`src/rtl/alu_pkg.sv`:
```
// Shared ALU definitions: operation encodings, opcode/funct3 constants and
// the control payload carried by the issue stage.
package alu_pkg;

  localparam int unsigned ALU_OP_W = 4;
  localparam int unsigned OPCODE_W = 7;
  localparam int unsigned FUNCT3_W = 3;

  typedef enum logic [ALU_OP_W-1:0] {
    ALU_AND     = 4'b0000,
    ALU_OR      = 4'b0001,
    ALU_ADD     = 4'b0010,
    ALU_SUB     = 4'b0110,
    ALU_INVALID = 4'b1111
  } alu_op_t;

  localparam logic [OPCODE_W-1:0] OP_R      = 7'b0110011;
  localparam logic [OPCODE_W-1:0] OP_I      = 7'b0010011;
  localparam logic [OPCODE_W-1:0] OP_LOAD   = 7'b0000011;
  localparam logic [OPCODE_W-1:0] OP_STORE  = 7'b0100011;
  localparam logic [OPCODE_W-1:0] OP_BRANCH = 7'b1100011;

  localparam logic [FUNCT3_W-1:0] F3_ADD_SUB = 3'b000;
  localparam logic [FUNCT3_W-1:0] F3_OR      = 3'b110;
  localparam logic [FUNCT3_W-1:0] F3_AND     = 3'b111;
  localparam logic [FUNCT3_W-1:0] F3_BEQ     = 3'b000;
  localparam logic [FUNCT3_W-1:0] F3_BNE     = 3'b001;

  // Control part of an issued instruction, held alongside the operands.
  typedef struct packed {
    alu_op_t alu_op;
    logic    illegal;
  } issue_ctl_t;

endpackage

```
`src/rtl/alu_issue_stage_if.sv`:
```
// Decode-to-ALU issue bus.
//   master: decode/consumer side (drives instruction fields and out_ready)
//   slave : issue stage (drives in_ready, ALU operands, status, counter)
interface alu_issue_stage_if #(
  parameter int unsigned XLEN  = 32,
  parameter int unsigned CNT_W = 32
);
  logic             in_valid;
  logic             in_ready;
  logic [6:0]       opcode;
  logic [2:0]       funct3;
  logic             funct7_5;
  logic [XLEN-1:0]  rs1_data;
  logic [XLEN-1:0]  rs2_data;
  logic [XLEN-1:0]  imm;
  logic             out_valid;
  logic             out_ready;
  logic [3:0]       alu_op;
  logic [XLEN-1:0]  in_a;
  logic [XLEN-1:0]  in_b;
  logic             illegal;
  logic [CNT_W-1:0] issue_count;

  modport master (
    output in_valid, opcode, funct3, funct7_5, rs1_data, rs2_data, imm, out_ready,
    input  in_ready, out_valid, alu_op, in_a, in_b, illegal, issue_count
  );

  modport slave (
    input  in_valid, opcode, funct3, funct7_5, rs1_data, rs2_data, imm, out_ready,
    output in_ready, out_valid, alu_op, in_a, in_b, illegal, issue_count
  );
endinterface

```
`src/rtl/alu_op_decode.sv`:
```
// Combinational decode of opcode/funct3/funct7[5] into ALU operation,
// operand-B select and illegal flag.
//   opcode, funct3, funct7_5 : instruction fields
//   alu_op                   : ALU operation (ALU_INVALID when illegal)
//   use_imm                  : 1 selects the immediate as operand B
//   illegal                  : no supported ALU mapping
import alu_pkg::*;

module alu_op_decode (
  input  logic [OPCODE_W-1:0] opcode,
  input  logic [FUNCT3_W-1:0] funct3,
  input  logic                funct7_5,
  output alu_op_t             alu_op,
  output logic                use_imm,
  output logic                illegal
);

  // Illegal by default: trapping instructions keep rs2 as operand B.
  always_comb begin
    alu_op  = ALU_INVALID;
    use_imm = 1'b0;
    illegal = 1'b1;
    case (opcode)
      OP_R: begin
        case (funct3)
          F3_ADD_SUB: begin
            alu_op  = funct7_5 ? ALU_SUB : ALU_ADD;
            illegal = 1'b0;
          end
          F3_AND: if (!funct7_5) begin
            alu_op  = ALU_AND;
            illegal = 1'b0;
          end
          F3_OR: if (!funct7_5) begin
            alu_op  = ALU_OR;
            illegal = 1'b0;
          end
          default: ;
        endcase
      end
      OP_I: begin
        case (funct3)
          F3_ADD_SUB: begin
            alu_op  = ALU_ADD;
            use_imm = 1'b1;
            illegal = 1'b0;
          end
          F3_AND: begin
            alu_op  = ALU_AND;
            use_imm = 1'b1;
            illegal = 1'b0;
          end
          F3_OR: begin
            alu_op  = ALU_OR;
            use_imm = 1'b1;
            illegal = 1'b0;
          end
          default: ;
        endcase
      end
      OP_LOAD, OP_STORE: begin
        alu_op  = ALU_ADD;
        use_imm = 1'b1;
        illegal = 1'b0;
      end
      OP_BRANCH: begin
        if (funct3 == F3_BEQ || funct3 == F3_BNE) begin
          alu_op  = ALU_SUB;
          illegal = 1'b0;
        end
      end
      default: ;
    endcase
  end

endmodule

```
`src/rtl/alu_issue_stage.sv`:
```
// Registered issue stage feeding the ALU: decodes the instruction, selects
// operand B, and holds alu_op/in_a/in_b in a single-entry valid/ready
// register with stall and flush. Counts completed output handshakes.
//   clk, rst : clock, synchronous active-high reset
//   flush    : kills the held and the incoming instruction
//   bus      : decode inputs, ALU outputs, handshakes, issue_count
import alu_pkg::*;

module alu_issue_stage #(
  parameter int unsigned XLEN  = 32,
  parameter int unsigned CNT_W = 32
) (
  input  logic             clk,
  input  logic             rst,
  input  logic             flush,
  alu_issue_stage_if.slave bus
);

  alu_op_t          dec_op;
  logic             dec_use_imm;
  logic             dec_illegal;
  logic             in_ready_c;
  logic             capture_c;
  logic             handshake_c;

  logic             valid_q;
  issue_ctl_t       ctl_q;
  logic [XLEN-1:0]  a_q;
  logic [XLEN-1:0]  b_q;
  logic [CNT_W-1:0] cnt_q;

  alu_op_decode u_decode (
    .opcode   (bus.opcode),
    .funct3   (bus.funct3),
    .funct7_5 (bus.funct7_5),
    .alu_op   (dec_op),
    .use_imm  (dec_use_imm),
    .illegal  (dec_illegal)
  );

  // Ready is combinational from out_ready so a drained slot refills same edge.
  assign in_ready_c  = !rst && !flush && (!valid_q || bus.out_ready);
  assign capture_c   = bus.in_valid && in_ready_c;
  assign handshake_c = valid_q && bus.out_ready;

  // Pipeline register, handshake counter.
  always_ff @(posedge clk) begin
    if (rst) begin
      valid_q <= 1'b0;
      ctl_q   <= '{alu_op: ALU_AND, illegal: 1'b0};
      a_q     <= '0;
      b_q     <= '0;
      cnt_q   <= '0;
    end else begin
      if (handshake_c) begin
        cnt_q <= cnt_q + CNT_W'(1);
      end
      if (flush) begin
        valid_q <= 1'b0;
      end else if (capture_c) begin
        valid_q <= 1'b1;
      end else if (handshake_c) begin
        valid_q <= 1'b0;
      end
      if (capture_c) begin
        ctl_q <= '{alu_op: dec_op, illegal: dec_illegal};
        a_q   <= bus.rs1_data;
        b_q   <= dec_use_imm ? bus.imm : bus.rs2_data;
      end
    end
  end

  assign bus.in_ready    = in_ready_c;
  assign bus.out_valid   = valid_q;
  assign bus.alu_op      = ctl_q.alu_op;
  assign bus.illegal     = ctl_q.illegal;
  assign bus.in_a        = a_q;
  assign bus.in_b        = b_q;
  assign bus.issue_count = cnt_q;

endmodule

```
`src/flat_wrapper.sv`:
```
// flat-port wrapper written by rule: the top's interface ports become plain ports
module alu_issue_stage_flat 
#(
  parameter int unsigned XLEN  = 32,
  parameter int unsigned CNT_W = 32
)
  (clk, rst, flush, bus_in_valid, bus_opcode, bus_funct3, bus_funct7_5, bus_rs1_data, bus_rs2_data, bus_imm, bus_out_ready, bus_in_ready, bus_out_valid, bus_alu_op, bus_in_a, bus_in_b, bus_illegal, bus_issue_count);
  alu_issue_stage_if #(.XLEN(XLEN), .CNT_W(CNT_W)) bus_i ();
  input  logic clk;
  input  logic rst;
  input  logic flush;
  input wire logic [$bits(bus_i.in_valid)-1:0] bus_in_valid;
  input wire logic [$bits(bus_i.opcode)-1:0] bus_opcode;
  input wire logic [$bits(bus_i.funct3)-1:0] bus_funct3;
  input wire logic [$bits(bus_i.funct7_5)-1:0] bus_funct7_5;
  input wire logic [$bits(bus_i.rs1_data)-1:0] bus_rs1_data;
  input wire logic [$bits(bus_i.rs2_data)-1:0] bus_rs2_data;
  input wire logic [$bits(bus_i.imm)-1:0] bus_imm;
  input wire logic [$bits(bus_i.out_ready)-1:0] bus_out_ready;
  output wire logic [$bits(bus_i.in_ready)-1:0] bus_in_ready;
  output wire logic [$bits(bus_i.out_valid)-1:0] bus_out_valid;
  output wire logic [$bits(bus_i.alu_op)-1:0] bus_alu_op;
  output wire logic [$bits(bus_i.in_a)-1:0] bus_in_a;
  output wire logic [$bits(bus_i.in_b)-1:0] bus_in_b;
  output wire logic [$bits(bus_i.illegal)-1:0] bus_illegal;
  output wire logic [$bits(bus_i.issue_count)-1:0] bus_issue_count;
  assign bus_i.in_valid = bus_in_valid;
  assign bus_i.opcode = bus_opcode;
  assign bus_i.funct3 = bus_funct3;
  assign bus_i.funct7_5 = bus_funct7_5;
  assign bus_i.rs1_data = bus_rs1_data;
  assign bus_i.rs2_data = bus_rs2_data;
  assign bus_i.imm = bus_imm;
  assign bus_i.out_ready = bus_out_ready;
  assign bus_in_ready = bus_i.in_ready;
  assign bus_out_valid = bus_i.out_valid;
  assign bus_alu_op = bus_i.alu_op;
  assign bus_in_a = bus_i.in_a;
  assign bus_in_b = bus_i.in_b;
  assign bus_illegal = bus_i.illegal;
  assign bus_issue_count = bus_i.issue_count;
  alu_issue_stage #(.XLEN(XLEN), .CNT_W(CNT_W)) u_core (.clk(clk), .rst(rst), .flush(flush), .bus(bus_i));
endmodule
```
`config.mk`:
```
export PLATFORM = sky130hd
export DESIGN_NAME = alu_issue_stage_flat
export DESIGN_NICKNAME = d
export VERILOG_FILES = /design/src/rtl/alu_pkg.sv /design/src/rtl/alu_issue_stage_if.sv /design/src/rtl/alu_op_decode.sv /design/src/rtl/alu_issue_stage.sv /design/src/flat_wrapper.sv
export SDC_FILE = /design/constraint.sdc
export NUM_CORES = 1
export LEC_CHECK = 0
export CORE_AREA = 2 2 108 110
export DETAILED_ROUTE_END_ITERATION = 7
export DIE_AREA = 0 0 110 112
export HOLD_SLACK_MARGIN = 0.02
export PLACE_DENSITY = 0.78
export SYNTH_ARGS = -nofsm -noshare
export SYNTH_HDL_FRONTEND = slang
export SYNTH_SLANG_ARGS = --single-unit
```
`constraint.sdc`:
```
create_clock -name clk -period 2.46 [get_ports clk]
set_clock_uncertainty 0.1 [all_clocks]
set_input_delay 0.492 -clock clk [delete_from_list [all_inputs] [get_ports clk]]
set_output_delay 0.492 -clock clk [all_outputs]
set_load 0.01 [all_outputs]
```
# After elaboration in Yosys (flattened, before gate mapping)
# Index checks and enable logic that the tools add are counted.
[classes]
reduce_logical = 15
muxes = 17
addsub = 1
eq_ne = 8
[op_table]
columns = ["op", "n"]
rows = [
  ["adder 32 x 1 -> 32 bit, second input constant", 1],
  ["two-way mux 32 bit", 1],
  ["one-hot mux 4 bit (3 select lines)", 2],
  ["one-hot mux 4 bit (4 select lines)", 1],
  ["== test 7 x 6 -> 1 bit, second input constant", 2],
  ["two-way mux 4 bit", 3],
  ["== test 7 x 2 -> 1 bit, second input constant", 1],
  ["== test 7 x 5 -> 1 bit, second input constant", 1],
  ["== test 7 bit, second input constant", 1],
  ["== test 3 bit, second input constant", 2],
  ["two-way mux 1 bit", 6],
  ["OR reduction 2 bit", 3],
  ["logical AND 1 bit", 4],
  ["one-hot mux 1 bit (2 select lines)", 2],
  ["one-hot mux 1 bit (4 select lines)", 1],
  ["== test 3 x 1 -> 1 bit, second input constant", 1],
  ["logical NOT 1 bit", 3],
  ["logical NOT 3 bit", 1],
  ["two-way mux 3 bit", 1],
  ["OR reduction 3 bit", 1],
  ["logical OR 1 bit", 2],
  ["nonzero test 2 bit", 1],
]
[totals]
register_bits = 102
out_inout_bits = 103

# Depth between registers and ports, before layout
# Gate-level depths: netlist (run 1).
[depth]
word_depth = 5
ltp_mapped = 7
ltp_nobuf = 4

# By module
# From an unflattened synthesis (run 1), not the netlist that was laid out.
[hier_totals]
cells_unflattened = 513
hier_area_um2 = 4446.8
[by_module_without_submodules]
columns = ["mod", "instances", "cells_each", "area_per_inst_um2"]
rows = [
  ["alu_issue_stage", 1, 490, 4262.8],
  ["alu_op_decode", 1, 23, 183.9],
]

# Worst setup path before layout (run 1)
# OpenSTA, ideal clock, no wires.
[synth_path]
kind = "input-to-reg"
from = "input rst"
to = "register u_core.b_q[29], in the netlist u_core.bus.in_b[29]"
t_required_ns = 2.226
path_buffers = 3
path_slack_ns = 0.562
setup_ns = 0.134
cell_stages = 6
arrival_ns = 1.664
path_cell_list = "clkbuf_1 -> or4b_1 -> clkbuf_1 -> clkbuf_1 -> a21oi_1 -> a211oi_1"
[synth_via]
elab_chain_len = 4
[synth_rtl]
columns = ["element", "line_no", "text"]
rows = [
  ["from (decl)", "flat_wrapper.sv:10", "input logic rst;"],
  ["logical NOT 1 bit", "alu_issue_stage.sv:42", "assign in_ready_c = !rst && !flush && (!valid_q || bus.out_ready);"],
  ["logical AND 1 bit (2 in series)", "alu_issue_stage.sv:42", ""],
  ["logical AND 1 bit", "alu_issue_stage.sv:43", "assign capture_c = bus.in_valid && in_ready_c;"],
  ["to (signal assigned)", "alu_issue_stage.sv:68", "b_q <= dec_use_imm ? bus.imm : bus.rs2_data;"],
  ["to (decl)", "alu_issue_stage.sv:29", "logic [XLEN-1:0] b_q;"],
]
# Several ways; a longest one is shown, not always the timed one.
# A chain may end at the register's enable or synchronous reset.

# Worst setup path after layout (run 1)
[layout_path]
from = "input bus_out_ready"
to = "output bus_in_ready"
[layout_via]
elab_chain_len = 2
[layout_rtl]
columns = ["element", "line_no", "text"]
rows = [
  ["from (decl)", "flat_wrapper.sv:19", "input wire logic [$bits(bus_i.out_ready)-1:0] bus_out_ready;"],
  ["logical OR 1 bit", "alu_issue_stage.sv:42", ""],
  ["logical AND 1 bit", "alu_issue_stage.sv:42", ""],
  ["to (decl)", "flat_wrapper.sv:20", "output wire logic [$bits(bus_i.in_ready)-1:0] bus_in_ready;"],
]
# No other way between the ends.

==> flow_summary.ini, run 1 <==
[status]
status = finished clean

[die]
die_x_microns = 110
die_h_microns = 112
pin_count = 215
initial_core_util_pct = 38.8
coreArea_sq_um = 11200
dieArea_sq_um = 12300
rows = 39

[critical_path]
crit_slowest_cell = clkdlybuf4s50_1
path_cells = clkdlybuf4s50_1 > nor2b_1 > nor3_1 > clkdlybuf4s50_1
end_kind = primary output
critPathRequiredTime_ns = 1.87
cp_max_fo = 3
r2r_slack_ns = 0.41
cp_top_family = buffers and inverters
critPathMostFrequentCell = clkdlybuf4s50_1
crit_buf_inv = 2
slowest_delay_ns = 0.57
worstPathArrival_ns = 1.82
worst_setup_path_start_kind = primary input
critPathKind = in -> out

[worst_hold_path]
hold_path_class = reg -> reg

[clock_network]
cts_sinks = 102
post_cts_buffers = 0
cts_buffer_depth = 2
postCtsHoldBufs = 0
cts_buffers = 9
clk_latency_ns = 0.33
ctsResizeCount = 0
cts-root-buf = clkbuf_16
clk_pin_slew_ns = 0.07
htreeDepth = 3
cts_tree = done

[sta]
setup_viol = 0
tightest_slew_ns = 0.608
hold_viol_final = 0
fin_crit_ns = 2.41
rsz0062_at_grt = no
finalCritPeriodShare_pct = 98.1
slew_violations = 0
fin_ws_ns = 0.0476
setup_tns_ns = 0
max_freq_mhz = 415
slew_headroom_pct = 59.5

[grt]
overflow = 0
grt_pass1_vias = 4743
grt_max_degree = 58
grt_pass1_wl_mm = 22.0
antenna_found_initial = 0
grt_usage_pct = 22.3

[route]
first_pass_iters = 4
drt_iter0_markers = 206
viasPerCell = 5.29
wl_per_cell_microns = 15.5
routed_wirelength_mm = 13.8
drc = 0
drtAntennaViolNets = 0
vias = 4691

[final_layout]
final_common_cell = clkdlybuf4s50_1
nNetsFinal = 853
area_growth_syn_to_layout_pct = 60.1
layout_common_cells = 213 x clkdlybuf4s50_1, 112 x nand2_1, 102 x dfxtp_1, 99 x a21oi_1, 34 x o21ai_0
fillers = 937
diodes = 0
drive_above_1_share_pct = 5.65

[logic_synthesis]
synth_cell_type_count = 42
syn_nets = 651
syn_inst = 538
synthFlopType = dfxtp_1
synth_area_sq_um = 4340
synth_edf_count = 0
yosysWarningCount = 0
seq_area_frac_synth_pct = 47.1
async_reset_ff_share_pct = 0
ys_ff_latch = 102
syn_avg_cell_area_sq_um = 8.07

[power_and_ir_drop]
leakage_nw = 2.52
irDropWorstVdd_v = 0.000286
p_per_area_nw_per_um2 = 505

[flow_run]
cap_violations = 0

[placed_design]
routabilityCongestion = 0.841
post-place-ws_ns = 0.00608
io_buffers = 214
dp_hpwl_mm = 10.0
-- final timing paths --
kind                                                              from                                       to  depth (start not counted)
worst max-delay path                                     bus_out_ready                             bus_in_ready                          4
worst min-delay path                  u_core.bus.in_a[12]$_SDFFE_PP0P_         u_core.bus.in_a[12]$_SDFFE_PP0P_                          2
worst max register to register  u_core.bus.issue_count[5]$_SDFFE_PP0P_  u_core.bus.issue_count[31]$_SDFFE_PP0P_                          4
worst min register to register        u_core.bus.in_a[12]$_SDFFE_PP0P_         u_core.bus.in_a[12]$_SDFFE_PP0P_                          2
-- worst min-delay path, stage by stage (launching register included) --
cell,delay [ns]
dfxtp_1,0.31
nand2_1,0.05
a21oi_1,0.05
-- cells in the mapped netlist (9+ instances only) --
cell | instances | area share [%]
clkbuf_1 | 26 | 2.2
dfxtp_1 | 102 | 47
buf_2 | 10 | 1.2
a211oi_1 | 11 | 1.9
o31ai_1 | 13 | 2.2
a21oi_1 | 99 | 11
or4_1 | 13 | 2.2
o21ai_0 | 34 | 3.9
nand3_1 | 9 | 1.0
nand4_1 | 12 | 1.7
xor2_1 | 11 | 2.2
nor2_1 | 25 | 2.2
nand2_1 | 112 | 9.7
-- routing by layer --
metal | track usage (%) | wire (microns) | vias up
met3 | 7.08 | 1110 | 30
met4 | 8.78 | 395 | 0
met5 | 0 | 0 | -
met2 | 38.4 | 6810 | 172
li1 | - | - | 2304
met1 | 25.1 | 5440 | 2185
-- report_power, final --
group	switching, mW	leakage [nW]	internal (mW)
logic	0.191	1.58	0.298
registers	0.0262	0.829	1.70
clock network	0.611	0.121	0.683
-- registers in the layout, indices dropped and copies added (netlist names) --
name and cells:
u_core.bus.in_a 32, u_core.bus.in_b 32, u_core.bus.issue_count 32, u_core.bus.alu_op 4, u_core.bus.illegal 1, u_core.bus.out_valid 1
-- final cells by class --
cell class / count / area [sq um] / share of cell area (%)
multi-input cells: 391 / 2120 / 30.5
clock buffers: 10 / 229 / 3.30
clock inverters: 5 / 36.3 / 0.522
repair buffers: 231 / 2330 / 33.5
inverters: 5 / 18.8 / 0.270
well taps: 143 / 179 / 2.58
flip-flops and latches: 102 / 2040 / 29.4
-- kinds of logic after synthesis --
logic type	after synthesis	share of synthesized area, %
compound gates	170	22.0
xor+xnor	12	2.42
fa+ha+maj	1	0.288
buf+inv	45	4.53
flops	102	47.1
mux	1	0.231
simple gates	207	23.5
-- through the flow --
stage	area, sq um	instances	util, %	hold WS, ns	total power [mW]
floorplan	4340	538	-	0.381	1.92
global placement	6680	872	59.8	0.341	2.24
detailed placement	6680	872	59.8	0.346	2.25
CTS	6950	887	62.2	0.355	3.54
global route	6950	887	62.2	0.373	3.64
finish	6950	887	62.2	0.354	3.51
Power figures use the tool's default switching activity.
==> run 2, diff against run 1 <==
--- a/config.mk
+++ b/config.mk
@@ -5,11 +5,15 @@
 export SDC_FILE = /design/constraint.sdc
 export NUM_CORES = 1
 export LEC_CHECK = 0
-export CORE_AREA = 2 2 108 110
+export CELL_PAD_IN_SITES_DETAIL_PLACEMENT = 0
+export CELL_PAD_IN_SITES_GLOBAL_PLACEMENT = 2
+export CORE_AREA = 2 2 147 149
 export DETAILED_ROUTE_END_ITERATION = 7
-export DIE_AREA = 0 0 110 112
+export DIE_AREA = 0 0 149 151
+export GPL_TIMING_DRIVEN = 0
 export HOLD_SLACK_MARGIN = 0.02
-export PLACE_DENSITY = 0.78
+export PLACE_DENSITY_LB_ADDON = 0.1
+export SETUP_SLACK_MARGIN = 0.2
 export SYNTH_ARGS = -nofsm -noshare
 export SYNTH_HDL_FRONTEND = slang
 export SYNTH_SLANG_ARGS = --single-unit
==> run 2 against run 1 <==
Cell count is 17% higher; maximum frequency is 12% higher; wire length is 25% higher; combinational power up 2%; power is 14% higher; critical path depth did not move; critical path type unchanged; largest cell class unchanged; largest power group is now clock.
==> flow_summary.ini, run 2 (synthesis results as in run 1) <==
[sta]
fin_crit_ns = 2.16
rsz0062_at_grt = no
fin_ws_ns = 0.299
setup_tns_ns = 0
tightest_slew_ns = 0.690
hold-worst-slack_ns = 0.352
slew_violations = 0
setup_viol = 0
max_freq_mhz = 463
hold_viol_final = 0
finalCritPeriodShare_pct = 87.9
slew_headroom_pct = 54.0

[clock_network]
postCtsHoldBufs = 0
htreeDepth = 3
cts_buffers = 9
cts_tree = done
clk_latency_ns = 0.35
post_cts_buffers = 0
cts-root-buf = clkbuf_16
cts_buffer_depth = 2
clk_pin_slew_ns = 0.07
cts_sinks = 102

[die]
dieArea_sq_um = 22500
rows = 53
initial_core_util_pct = 20.8
die_x_microns = 149
coreArea_sq_um = 20800
die_h_microns = 151
pin_count = 215

[power_and_ir_drop]
clkPwrFrac_pct = 44.2
p_comb_share_pct = 12.5
netSwitchingFraction_pct = 22.6
p_seq_share_pct = 43.4
p_per_area_nw_per_um2 = 551
switchingPower_mw = 0.900
p_total_mw = 3.99
p_int_mw = 3.09
irDropWorstVdd_v = 0.000411
leakage_nw = 2.62

[critical_path]
critPathKind = in -> out
critPathRequiredTime_ns = 1.87
end_kind = primary output
cp_max_fo = 10
worstPathArrival_ns = 1.57
worst_setup_path_start_kind = primary input

[final_layout]
nNetsFinal = 875
drive_above_1_share_pct = 6.92
fin_area_sq_um = 7230
area_growth_syn_to_layout_pct = 66.7
final_common_cell = clkdlybuf4s50_1
final_cells = 1041
layout_common_cells = 210 x clkdlybuf4s50_1, 112 x nand2_1, 102 x dfxtp_1, 99 x a21oi_1, 34 x o21ai_0
diodes = 0
finish.utilization_pct = 34.7

[grt]
overflow = 0
grt_pass1_vias = 4820
grt_pass1_wl_mm = 26.1
antenna_found_initial = 0
grt_usage_pct = 15.0
grt_max_degree = 17

[route]
drc = 0
vias = 4693
viasPerCell = 4.51
routed_wirelength_mm = 17.2
wl_per_cell_microns = 16.5
drtAntennaViolNets = 0
first_pass_iters = 4
drt_iter0_markers = 145

[placed_design]
routabilityCongestion = 0.767
io_buffers = 213
dp_hpwl_mm = 13.2
placedCellCount = 1026
post-place-ws_ns = -0.556
placed_area_sq_um = 6820

[flow_run]
cap_violations = 0

[status]
status = finished clean

[worst_hold_path]
hold_path_class = reg -> reg
## run 2: cell types whose count changed in the layout (fill, tap and decap cells not counted), sizes merged
cell           delta
clkdlybuf4s50     -3
buf               -2
inv               -1
clkbuf           +23
bufinv            +4
dlymetal6s2s      +2
clkinv            -1
clkinvlp          -1
dlygate4sd2       +1
## run 2: worst max-delay path, stage by stage
cell and delay (ns):
clkbuf_2 0.17, clkbuf_2 0.28, nor3_1 0.31, dlygate4sd2_1 0.31
## run 2: area by class of cell
cell class,count,area [sq um]
well taps,275,344
clock inverters,6,135
plain buffers,40,201
multi-input cells,391,2130
inverters,5,18.8
repair buffers,213,2140
clock buffers,9,225
fillers,2175,13600
flip-flops and latches,102,2040
## run 2: timing repair
action,4_1_cts,5_1_grt
gates resized for setup,11,24
endpoints found under the hold margin,0,0
pin swaps,0,0
setup endpoints to repair,70,74
gates cloned,0,0
## run 2: path summary, 6_finish.rpt
| kind | from | to | slack (ns) | depth (start not counted) |
|---|---|---|---|---|
| setup / recovery | rst | bus_in_ready | 0.30 | 4 |
| hold / removal | u_core.bus.in_a[11]$_SDFFE_PP0P_ | u_core.bus.in_a[11]$_SDFFE_PP0P_ | 0.35 | 2 |
| setup reg to reg | u_core.bus.issue_count[4]$_SDFFE_PP0P_ | u_core.bus.issue_count[26]$_SDFFE_PP0P_ | 0.37 | 7 |
| hold reg to reg | u_core.bus.in_a[11]$_SDFFE_PP0P_ | u_core.bus.in_a[11]$_SDFFE_PP0P_ | 0.35 | 2 |
## run 2: layer usage
| metal | wire (microns) | global-route usage [%] |
|---|---|---|
| met4 | 295 | 4.43 |
| met2 | 8340 | 25.8 |
| met1 | 7230 | 17.8 |
| met5 | 0 | 0 |
| met3 | 1290 | 5.30 |
## run 2: power by group through the flow
stage / clock network [mW] / registers (mW) / logic [mW]
6_report: 1.76 / 1.73 / 0.497
5_1_grt: 1.88 / 1.73 / 0.541
4_1_cts: 1.83 / 1.73 / 0.501
3_5_place_dp: 0 / 1.77 / 0.498
3_3_place_gp: 0 / 1.76 / 0.496
2_1_floorplan: 0 / 1.79 / 0.131
